$ cat src/rtl/data_mem_bridge.sv
`default_nettype none
// ============================================================================
// Module   : data_mem_bridge
// Purpose  : Turns the core's load/store strobes into a valid/ready data-memory
//            transaction, stalling the core until the access completes.
// Revision : 1.0
// ============================================================================
module data_mem_bridge #(
    parameter int TIMEOUT = 255,
    parameter int CNT_W   = 8
) (
    input  logic        clk,
    input  logic        reset,
    input  logic        req_read,
    input  logic        req_write,
    input  logic        byte_acc,
    input  logic [31:0] addr,
    input  logic [31:0] write_data,
    output logic        stall,
    output logic [31:0] read_data,
    output logic        fault,
    output logic        bus_valid,
    output logic        bus_write,
    output logic [31:0] bus_addr,
    output logic [31:0] bus_wdata,
    output logic [3:0]  bus_wstrb,
    input  logic        bus_ready,
    input  logic        bus_rvalid,
    input  logic [31:0] bus_rdata
);

    typedef enum logic [1:0] {
        IDLE  = 2'd0,
        ADDR  = 2'd1,
        RDATA = 2'd2,
        DONE  = 2'd3
    } state_t;

    localparam logic [CNT_W-1:0] c_TIMEOUT_CNT = CNT_W'(TIMEOUT);

    state_t             state_q, state_d;
    logic [CNT_W-1:0]   cnt_q, cnt_d;
    logic               wr_q, wr_d;
    logic               byte_q, byte_d;
    logic [1:0]         lane_q, lane_d;
    logic [31:0]        baddr_q, baddr_d;
    logic [31:0]        wdata_q, wdata_d;
    logic [3:0]         wstrb_q, wstrb_d;
    logic [31:0]        rdata_q, rdata_d;
    logic               fault_q, fault_d;
    logic [7:0]         w_rd_byte;
    logic               w_req;
    logic               w_timeout;

    assign w_req     = req_read | req_write;
    assign w_timeout = (cnt_q == c_TIMEOUT_CNT);
    assign w_rd_byte = bus_rdata[{lane_q, 3'b000} +: 8];

    always_ff @(posedge clk or posedge reset) begin
        if (reset) begin
            state_q <= IDLE;
            cnt_q   <= '0;
            wr_q    <= 1'b0;
            byte_q  <= 1'b0;
            lane_q  <= 2'b00;
            baddr_q <= '0;
            wdata_q <= '0;
            wstrb_q <= '0;
            rdata_q <= '0;
            fault_q <= 1'b0;
        end else begin
            state_q <= state_d;
            cnt_q   <= cnt_d;
            wr_q    <= wr_d;
            byte_q  <= byte_d;
            lane_q  <= lane_d;
            baddr_q <= baddr_d;
            wdata_q <= wdata_d;
            wstrb_q <= wstrb_d;
            rdata_q <= rdata_d;
            fault_q <= fault_d;
        end
    end

    always_comb begin
        state_d = state_q;
        cnt_d   = cnt_q;
        wr_d    = wr_q;
        byte_d  = byte_q;
        lane_d  = lane_q;
        baddr_d = baddr_q;
        wdata_d = wdata_q;
        wstrb_d = wstrb_q;
        rdata_d = rdata_q;
        fault_d = fault_q;
        case (state_q)
            IDLE: begin
                if (w_req) begin
                    // A simultaneous read+write is issued as the write.
                    wr_d    = req_write;
                    byte_d  = byte_acc;
                    lane_d  = addr[1:0];
                    baddr_d = {addr[31:2], 2'b00};
                    wdata_d = byte_acc ? {4{write_data[7:0]}} : write_data;
                    if (!req_write)
                        wstrb_d = 4'b0000;
                    else if (byte_acc)
                        wstrb_d = 4'b0001 << addr[1:0];
                    else
                        wstrb_d = 4'hF;
                    cnt_d   = '0;
                    state_d = ADDR;
                end
            end
            ADDR: begin
                if (bus_ready) begin
                    cnt_d   = '0;
                    state_d = wr_q ? DONE : RDATA;
                end else if (w_timeout) begin
                    fault_d = 1'b1;
                    if (!wr_q)
                        rdata_d = '0;
                    state_d = DONE;
                end else begin
                    cnt_d = cnt_q + CNT_W'(1);
                end
            end
            RDATA: begin
                if (bus_rvalid) begin
                    rdata_d = byte_q ? {24'd0, w_rd_byte} : bus_rdata;
                    state_d = DONE;
                end else if (w_timeout) begin
                    fault_d = 1'b1;
                    rdata_d = '0;
                    state_d = DONE;
                end else begin
                    cnt_d = cnt_q + CNT_W'(1);
                end
            end
            DONE: begin
                state_d = IDLE;
            end
            default: begin
                state_d = IDLE;
            end
        endcase
    end

    // Stall covers the request cycle itself so the core never advances
    // past an instruction whose access has not yet been issued.
    assign stall     = (state_q == ADDR) || (state_q == RDATA) ||
                       ((state_q == IDLE) && w_req);
    assign bus_valid = (state_q == ADDR);
    assign bus_write = wr_q;
    assign bus_addr  = baddr_q;
    assign bus_wdata = wdata_q;
    assign bus_wstrb = wstrb_q;
    assign read_data = rdata_q;
    assign fault     = fault_q;

endmodule
`default_nettype wire

$ cat config.mk
export PLATFORM = sky130hd
export DESIGN_NAME = data_mem_bridge
export DESIGN_NICKNAME = d
export VERILOG_FILES = /design/src/rtl/data_mem_bridge.sv
export SDC_FILE = /design/constraint.sdc
export NUM_CORES = 1
export LEC_CHECK = 0
export CAP_MARGIN = 20
export CORE_UTILIZATION = 45
export DETAILED_ROUTE_END_ITERATION = 12
export PLACE_DENSITY = 0.82
export SKIP_CTS_REPAIR_TIMING = 1
export SLEW_MARGIN = 15
export SYNTH_ARGS = -nofsm -noshare
export SYNTH_HDL_FRONTEND = slang
export SYNTH_SLANG_ARGS = --single-unit
$ cat constraint.sdc
create_clock -name clk -period 5.8 [get_ports clk]
set_input_delay 1.16 -clock clk [delete_from_list [all_inputs] [get_ports clk]]
set_output_delay 1.16 -clock clk [all_outputs]
set_load 0.02 [all_outputs]
==> run metrics <==
RSZ-0062 raised after global routing=no; nets@finish=774; post-synthesis instance area=0.00533 mm2; most frequent cells in the layout=203 x clkdlybuf4s50_1, 113 x dfrtp_1, 58 x nand2_1; count of input and output buffers=204; hold path depth=1; Hold Crit Class=reg2reg; CP Data Arrival Time=2.60 ns; flop and latch count out of synthesis=113; Switch Pwr=1580 uW; leakage power total=0.00341 uW; CTS root buffer=clkbuf_16; overall power=4340 uW; Switching Share=0.364; Area Growth Syn to Fin=50.4%; Tot GR Track Use=0.253; Min-Delay Startpoint=fault; # DRC=0; internal power=2760 uW; Die Area=0.0123 mm2; Post-synth EDFFs=0; FF-to-FF Start=state_q[0]; Final Max Slew Viols=0; worst clock skew=0.00743 ns; Post-Synthesis Cells=468; main flop type after synthesis=dfrtp_1; CTS tree=yes; clock power share=0.247; vias in the first global route=4,553; Yosys top cell by area=dfrtp_1; first-pass GRT wire length=24,000 um; Synth cell types=49; Tightest Pin Transition=0.987 ns; starting density of the core=0.465; Worst Path Required=4.64 ns; placeable core area=0.0115 mm2; GP Congestion=0.826; layout cells sized above 1=0.139; Row Count=39; ys async rst share=1.00; top-area cell type share of the netlist area=0.531; Die H=111 um; Setup WS post-layout=2.04 ns; CTS Sinks=113; Max Cap Viol=0; PD cells=541 mW/mm2; Setup Crit Path Kind=in2out; VDD IR-drop max=0.384 mV; Routed Antenna Nets=0; R2R depth=7; Final Cycle Share=0.647; vias per std cell=5.26; Initial DRT Pass Iterations=5; slew margin rel.=0.342; Post-DP HPWL=10,100 um; CP endpoint kind=output pin; initial antenna violation count=0; Final min period=3.76 ns; largest net degree at the start of global routing=98; maximum clock frequency=266 MHz; I/O pins=207; commonest non-fill, non-tap cell in the layout=clkdlybuf4s50_1; Worst Path Max Fanout=7; post-synthesis sequential area ratio=0.531; Worst-Skew Late Latency=0.41 ns; Post-Route WL=14,700 um; worst reg2reg setup slack=3.50 ns; H-Tree Level Count=4; Final setup viols=0; clk buf depth=2; Vias=4,317; drt first-iter violations=200; Setup TNS=0 ns; Post-Syn Area per Cell=11.4 um2; total congestion overflow=0; synth warn=0; status=finished, final reports clean; sequential power share=0.302; die extent in x=111 um; R2R Path End=read_data[27]; CTS buffer count=17; n_diodes=0; Reg clk slew, reported paths=0.05 ns; nature of the critical path startpoint=input pin; logic gate share of total power=0.451; fillers=808; Hold Vio Cnt, Final=0; Hold Crit Endpoint=fault; Routed WL per cell=17.9 um; worst slack, placed=2.05 ns; top post-synthesis cells by area=dfrtp_1 53%, mux2i_1 9.8%, mux2_2 9.1%, nand2_1 4.1%, o21ai_0 3.5%
==> layout make-up <==
type / instances / area [um2] / area share
flip-flops and latches: 113 / 2830 / 0.353
multi-input cells: 295 / 2210 / 0.275
repair buffers: 208 / 2080 / 0.259
clock buffers: 22 / 474 / 0.0592
well taps: 143 / 179 / 0.0223
clock inverters: 10 / 133 / 0.0165
inverters: 30 / 115 / 0.0144
==> metal layers <==
layer / global-route usage / routed length [um]
met4: 0.124 / 377
met2: 0.412 / 7140
met5: 0 / 0
met3: 0.116 / 1380
met1: 0.280 / 5800
==> worst max-delay path by stage <==
stage	endpoint	start	slack [ns]	depth (start not counted)
after floorplan	bus_addr[10]	reset	1.65	1
after global placement	stall	req_write	2.08	4
after detailed placement	stall	req_write	2.05	4
after CTS	stall	req_write	2.04	4
after global routing	stall	req_write	2.00	4
final	stall	req_write	2.04	4
==> critical path: stages <==
cell and delay, ns:
clkdlybuf4s50_1 0.66, o21ai_4 0.10, nand2b_1 0.07, clkdlybuf4s50_1 0.60
==> cell families after synthesis <==
group,count (synthesis),share of synthesized area
DFF,113,0.531
and+or+nand+nor,102,0.0930
muxes,101,0.205
AOI/OAI and AO/OA,83,0.0970
buffers and inverters,61,0.0577
adders and majority gates,6,0.0141
other,1,0.000704
xor gates and xnor gates,1,0.00164
==> per-stage QoR <==
step	hold WS, ns	instances	utilization	instance area (um2)
floorplan	0.527	469	-	5330
global placement	0.452	788	0.644	7390
detailed placement	0.463	788	0.644	7390
CTS	0.474	820	0.697	7990
global route	0.492	821	0.699	8010
finish	0.470	821	0.699	8010
==> state kept, by name, indices dropped and copies added (netlist names) <==
name       flops
bus_wdata     32
read_data     32
bus_addr      30
cnt_q          8
bus_wstrb      4
lane_q         2
state_q        2
bus_write      1
byte_q         1
fault          1
==> power by group through the flow <==
stage          Sequential [uW]  Clock, uW  Combinational (uW)
2_1_floorplan             1600          0                 850
3_3_place_gp              1290          0                1890
3_5_place_dp              1310          0                1930
4_1_cts                   1310       1090                1950
5_1_grt                   1350       1120                2090
6_report                  1310       1070                1960
==> cell usage after synthesis, types with 3 or more instances <==
master    number
and3_1         3
nand2_1       58
mux2_4         6
ha_1           6
a21oi_1       14
clkbuf_1       9
o21ai_0       37
dfrtp_1      113
buf_6          5
a31oi_1       10
a22o_1         3
a311oi_1       3
nand2b_1       8
mux2_2        43
nand3_1        7
nor2_1         7
inv_1         30
buf_2         12
mux2i_1       52
nor2b_1        6
(Power assumes the default switching activity.)
